===== src/rtl/peridot_spi_flashreader.sv =====
// Serial-flash read sequencer driving the SPI master CSR block over Avalon-MM.
// Sends opcode, 24-bit address and dummy bytes, then streams N received data bytes.
//
// state   | meaning
// --------+--------------------------------------------------------------
// S_IDLE  | waiting for a command, cmd_ready=1
// S_CFG   | reg01 configuration write in flight, header sequence loaded
// S_START | reg00 write launching one SPI byte (start=1, select=1)
// S_POLL  | reading reg00 every cycle until the ready bit (bit9) is set
// S_OUT   | data byte presented on the output stream, waiting for out_ready
// S_DESEL | reg00 write dropping select
// S_DONE  | one-cycle completion pulse, cmd_ready=1 again
module peridot_spi_flashreader #(
    parameter logic [7:0] READ_OPCODE = 8'h03,
    parameter int         DUMMY_BYTES = 0,
    parameter logic [1:0] CFG_MODE    = 2'd0,
    parameter logic [7:0] CFG_CLKDIV  = 8'd1
) (
    input  logic        csi_clk,
    input  logic        rsi_reset,
    input  logic        cmd_valid,
    output logic        cmd_ready,
    input  logic [23:0] cmd_addr,
    input  logic [15:0] cmd_length,
    output logic        out_valid,
    input  logic        out_ready,
    output logic [7:0]  out_data,
    output logic        busy,
    output logic        done,
    output logic        avm_address,
    output logic        avm_read,
    input  logic [31:0] avm_readdata,
    output logic        avm_write,
    output logic [31:0] avm_writedata
);

    localparam logic [2:0]  HDR_LEN    = 3'(4 + DUMMY_BYTES);
    localparam logic [31:0] REG01_WORD = {16'h0000, 1'b0, 1'b0, CFG_MODE, 4'h0, CFG_CLKDIV};

    typedef enum logic [2:0] {
        S_IDLE, S_CFG, S_START, S_POLL, S_OUT, S_DESEL, S_DONE
    } state_t;

    state_t      state;
    logic [23:0] addr_q;
    logic [15:0] remaining;
    logic [2:0]  hdr_idx;
    logic        in_data;
    logic [2:0]  hdr_next;
    logic        unused_rd;

    assign hdr_next  = hdr_idx + 3'd1;
    assign unused_rd = ^{avm_readdata[31:10], avm_readdata[8]};

    function automatic logic [31:0] reg00_word(input logic start, input logic sel,
                                               input logic [7:0] tx);
        return {16'h0000, 1'b0, 5'h00, start, sel, tx};
    endfunction

    // Header byte order: opcode, address MSB first, then dummy zeros.
    function automatic logic [7:0] hdr_byte(input logic [2:0] idx, input logic [23:0] a);
        logic [7:0] b;
        case (idx)
            3'd0:    b = READ_OPCODE;
            3'd1:    b = a[23:16];
            3'd2:    b = a[15:8];
            3'd3:    b = a[7:0];
            default: b = 8'h00;
        endcase
        return b;
    endfunction

    always_ff @(posedge csi_clk) begin
        if (rsi_reset) begin
            state         <= S_IDLE;
            cmd_ready     <= 1'b1;
            out_valid     <= 1'b0;
            out_data      <= 8'h00;
            busy          <= 1'b0;
            done          <= 1'b0;
            avm_address   <= 1'b0;
            avm_read      <= 1'b0;
            avm_write     <= 1'b0;
            avm_writedata <= 32'h0;
            addr_q        <= 24'h0;
            remaining     <= 16'h0;
            hdr_idx       <= 3'd0;
            in_data       <= 1'b0;
        end else begin
            avm_write   <= 1'b0;
            avm_address <= 1'b0;
            done        <= 1'b0;
            case (state)
                S_IDLE, S_DONE: begin
                    state <= S_IDLE;
                    if (cmd_valid) begin
                        addr_q        <= cmd_addr;
                        remaining     <= cmd_length;
                        hdr_idx       <= 3'd0;
                        in_data       <= 1'b0;
                        cmd_ready     <= 1'b0;
                        busy          <= 1'b1;
                        avm_write     <= 1'b1;
                        avm_address   <= 1'b1;
                        avm_writedata <= REG01_WORD;
                        state         <= S_CFG;
                    end
                end
                S_CFG: begin
                    avm_write     <= 1'b1;
                    avm_writedata <= reg00_word(1'b1, 1'b1, hdr_byte(3'd0, addr_q));
                    state         <= S_START;
                end
                S_START: begin
                    avm_read <= 1'b1;
                    state    <= S_POLL;
                end
                S_POLL: begin
                    if (avm_readdata[9]) begin
                        avm_read <= 1'b0;
                        if (in_data) begin
                            out_data  <= avm_readdata[7:0];
                            out_valid <= 1'b1;
                            state     <= S_OUT;
                        end else if (hdr_next < HDR_LEN) begin
                            hdr_idx       <= hdr_next;
                            avm_write     <= 1'b1;
                            avm_writedata <= reg00_word(1'b1, 1'b1, hdr_byte(hdr_next, addr_q));
                            state         <= S_START;
                        end else if (remaining != 16'd0) begin
                            in_data       <= 1'b1;
                            avm_write     <= 1'b1;
                            avm_writedata <= reg00_word(1'b1, 1'b1, 8'h00);
                            state         <= S_START;
                        end else begin
                            avm_write     <= 1'b1;
                            avm_writedata <= reg00_word(1'b0, 1'b0, 8'h00);
                            state         <= S_DESEL;
                        end
                    end
                end
                S_OUT: begin
                    // The next SPI byte only starts once the consumer has taken this one.
                    if (out_ready) begin
                        out_valid <= 1'b0;
                        remaining <= remaining - 16'd1;
                        avm_write <= 1'b1;
                        if (remaining != 16'd1) begin
                            avm_writedata <= reg00_word(1'b1, 1'b1, 8'h00);
                            state         <= S_START;
                        end else begin
                            avm_writedata <= reg00_word(1'b0, 1'b0, 8'h00);
                            state         <= S_DESEL;
                        end
                    end
                end
                S_DESEL: begin
                    done      <= 1'b1;
                    busy      <= 1'b0;
                    cmd_ready <= 1'b1;
                    state     <= S_DONE;
                end
                default: state <= S_IDLE;
            endcase
        end
    end

endmodule


===== config.mk =====
export PLATFORM = sky130hd
export DESIGN_NAME = peridot_spi_flashreader
export DESIGN_NICKNAME = d
export VERILOG_FILES = /design/src/rtl/peridot_spi_flashreader.sv
export SDC_FILE = /design/constraint.sdc
export NUM_CORES = 1
export LEC_CHECK = 0
export ABC_CLOCK_PERIOD_IN_PS = 2100
export CORE_MARGIN = 3
export CORE_UTILIZATION = 42
export DETAILED_ROUTE_END_ITERATION = 16
export MAX_ROUTING_LAYER = met4
export PLACE_DENSITY = 0.77
export SKIP_CTS_REPAIR_TIMING = 1
export SLEW_MARGIN = 10
export SYNTH_ARGS = -nofsm -noshare
export SYNTH_HDL_FRONTEND = slang
export SYNTH_SLANG_ARGS = --single-unit

===== constraint.sdc =====
create_clock -name csi_clk -period 2.1 [get_ports csi_clk]
set_clock_uncertainty 0.05 [all_clocks]
set_input_delay 0.42 -clock csi_clk [delete_from_list [all_inputs] [get_ports csi_clk]]
set_output_delay 0.42 -clock csi_clk [all_outputs]
set_load 0.01 [all_outputs]

==> impl_metrics.env <==
export IMPL_vias_per_cell=5.61
export IMPL_yosys_top_cells_count="dfxtp_1, nand2_1, a21oi_1"
export IMPL_hold_start="addr_q[4]"
export IMPL_ir_drop_uv=348
export IMPL_ios=123
export IMPL_p_total_w=0.00382
export IMPL_rsz0062_at_grt="no"
export IMPL_p_sw_share_pct=27.4
export IMPL_yosysSeqAreaShare_pct=37.3
export IMPL_antenna_left=0
export IMPL_cts_root_buffer="clkbuf_8"
export IMPL_drt_iter0_markers=230
export IMPL_synthToLayoutAreaGrowth_pct=34.8
export IMPL_r2r_cells=4
export IMPL_fin_hold_ws_ns=0.405
export IMPL_power_frac_clock_pct=37.7
export IMPL_die_area_um2=10300
export IMPL_track_usage_pct=21.0
export IMPL_finalCritPeriodShare_pct=95.9
export IMPL_busiest_layer="met2"
export IMPL_synth_xor_area_share_pct=0.689
export IMPL_cts_buffer_depth=2
export IMPL_min_path_type="flip-flop to flip-flop"
export IMPL_async_flop_share_pct=0
export IMPL_yosysTopAreaCellShare_pct=37.3
export IMPL_fin_crit_ns=2.01
export IMPL_syn_inst=464
export IMPL_synthFlopType="dfxtp_1"
export IMPL_clk_pin_slew_ns=0.07
export IMPL_r2r_start="state[2]"
export IMPL_drc=0
export IMPL_leakagePower_nw=1.97
export IMPL_cts_sinks=71
export IMPL_setup_worst_path_start_class="input pin"
export IMPL_fin_nets=644
export IMPL_synth_most_common_cell="dfxtp_1"
export IMPL_worstHoldPathCells=2
export IMPL_vias=3776
export IMPL_synth_compound_area_share_pct=21.0
export IMPL_ys_ff_latch=71
export IMPL_num_fill_cells=783
export IMPL_hold_violations=0
export IMPL_place_ws_ns=-0.216
export IMPL_die_w_um=101
export IMPL_p_per_area_nw_per_um2=742
export IMPL_critPathRequiredTime_ns=2.30
export IMPL_critical_path_endpoint_type="flip-flop"
export IMPL_synth_warnings=0
export IMPL_maxCapViolCount=0
export IMPL_core_area_um2=8760
export IMPL_num_rows=34
export IMPL_htreeDepth=3
export IMPL_clock_fmax_ghz=0.497
export IMPL_wl_per_cell_um=15.3
export IMPL_r2r_slack_ns=0.09
export IMPL_cp_max_fo=7
export IMPL_setup_viol=0
export IMPL_io_buffers=77
export IMPL_synth_top_family_by_area="simple AND/OR/NAND/NOR gates"
export IMPL_grt_use_met1_pct=25.6
export IMPL_synth_area_leaders="dfxtp_1, nand2_1, a21oi_1"
export IMPL_grt_overflow=0
export IMPL_gp_congestion=0.943
export IMPL_grt_max_degree=67
export IMPL_seqPwrFrac_pct=40.0
export IMPL_diodes=0
export IMPL_crit_type="input pin to flip-flop"
export IMPL_finalWorstSetupSlack_ns=0.0865
export IMPL_use_met2_pct=34.4
export IMPL_yosys_area_top_type="dfxtp_1"
export IMPL_whs_endpoint="addr_q[4]"
export IMPL_outcome="finished, final reports clean"
export IMPL_grt_first_pass_wirelength_mm=16.8
export IMPL_r2r_end="remaining[11]"
export IMPL_initial_utilization_pct=43.5
export IMPL_die_h_um=101
export IMPL_synth_simple_gate_area_share_pct=26.0
export IMPL_synth_edff_count=0
export IMPL_ys_types=71
export IMPL_utilization_pct=58.7
export IMPL_antenna_found_initial=0
export IMPL_clock_latency_ns=0.35
export IMPL_crit_arrival_ns=2.21
export IMPL_first_global_vias=3591
export IMPL_layout_drive_gt1_share_pct=14.2
export IMPL_synth_mux_area_share_pct=2.95
export IMPL_combPwrFrac_pct=22.2
export IMPL_cts_buffers_inserted=9
export IMPL_met3_usage_pct=4.61
export IMPL_wl_mm=10.3
export IMPL_maxSlewViolCount=0
export IMPL_yosys_area_share_adder_pct=2.89
export IMPL_dp_hpwl_mm=7.51
export IMPL_netlist_area_um2=3810
export IMPL_first_pass_iters=4
export IMPL_p_sw_w=0.00105
export IMPL_p_int_w=0.00277
export IMPL_post_synth_cell_area_avg_um2=8.22
export IMPL_cts_tree="yes"
through the flow:
step	setup TNS, ns	cells	instance area (um2)
6_report	0	673	5140
5_1_grt	0	673	5140
4_1_cts	0	673	5130
3_5_place_dp	-8.05	657	4870
3_3_place_gp	-6.33	657	4870
2_1_floorplan	0	485	3890
worst max-delay path by stage:
stage / slack (ns) / from / cells after the start / endpoint
6_report: 0.09 / cmd_valid / 6 / remaining[0]
5_1_grt: 0.02 / cmd_valid / 6 / remaining[0]
4_1_cts: 0.12 / cmd_valid / 6 / remaining[0]
3_5_place_dp: -0.22 / cmd_valid / 6 / remaining[0]
3_3_place_gp: -0.17 / cmd_valid / 6 / remaining[0]
2_1_floorplan: 0.12 / hdr_idx[0] / 7 / avm_writedata[0]
sequential cells by signal, indices dropped and copies added (netlist names):
register,cells
busy,1
out_valid,1
cmd_ready,1
addr_q,24
avm_write,1
avm_writedata,9
state,3
avm_address,1
hdr_idx,3
avm_read,1
in_data,1
remaining,16
out_data,8
done,1
cells in the final DEF (no fill, tap or decap), drive strengths merged, types with 6 or more instances in the layout:
cell type and n:
clkdlybuf4s50 76, dfxtp 71, nand2 69, a21oi 46, buf 42, nor2 30, conb 22, o21ai 18
nand3 17, nor3 13, nor4 12, clkbuf 11, mux2i 9, inv 9, a211oi 8, ha 8
nand4 8, a31oi 7, nor2b 6, a222oi 6, a22oi 6
power by group through the flow:
stage | combinational (W) | sequential, W | clock (W)
2_1_floorplan | 0.000506 | 0.00154 | 0
3_5_place_dp | 0.000828 | 0.00156 | 0
3_3_place_gp | 0.000816 | 0.00155 | 0
5_1_grt | 0.000930 | 0.00154 | 0.00153
6_report | 0.000848 | 0.00153 | 0.00144
4_1_cts | 0.000839 | 0.00152 | 0.00146
logic make-up (layout without fill, tap and decap cells):
logic type,Yosys count,in the layout
AOI/OAI and AO/OA,121,121
xor gates and xnor gates,3,3
adders and majority gates,9,9
buffers and inverters,62,142
DFF,71,71
muxes,11,11
other,1,22
and+or+nand+nor,186,186
layout make-up:
| type | instances | area, um2 | share of cell area [%] |
|---|---|---|---|
| Clock buffer | 11 | 131 | 2.56 |
| Inverter | 8 | 30.0 | 0.584 |
| Clock inverter | 5 | 129 | 2.51 |
| Tap cell | 108 | 135 | 2.63 |
| Timing Repair Buffer | 118 | 1150 | 22.3 |
| Sequential cell | 71 | 1420 | 27.7 |
| Multi-Input combinational cell | 352 | 2140 | 41.7 |
worst max-delay path, stage by stage:
cell             delay [ns]
clkdlybuf4s50_1        0.67
buf_4                  0.18
nor2b_1                0.19
a22o_1                 0.33
o21ai_0                0.14
a221oi_1               0.29
per-layer routing:
metal  up-vias  part of all wire (%)
li1       1835                     -
met4         0                   1.8
met3        17                   6.7
met1      1792                    42
met2       132                    49
met5         -                     0
(Power assumes the default switching activity.)
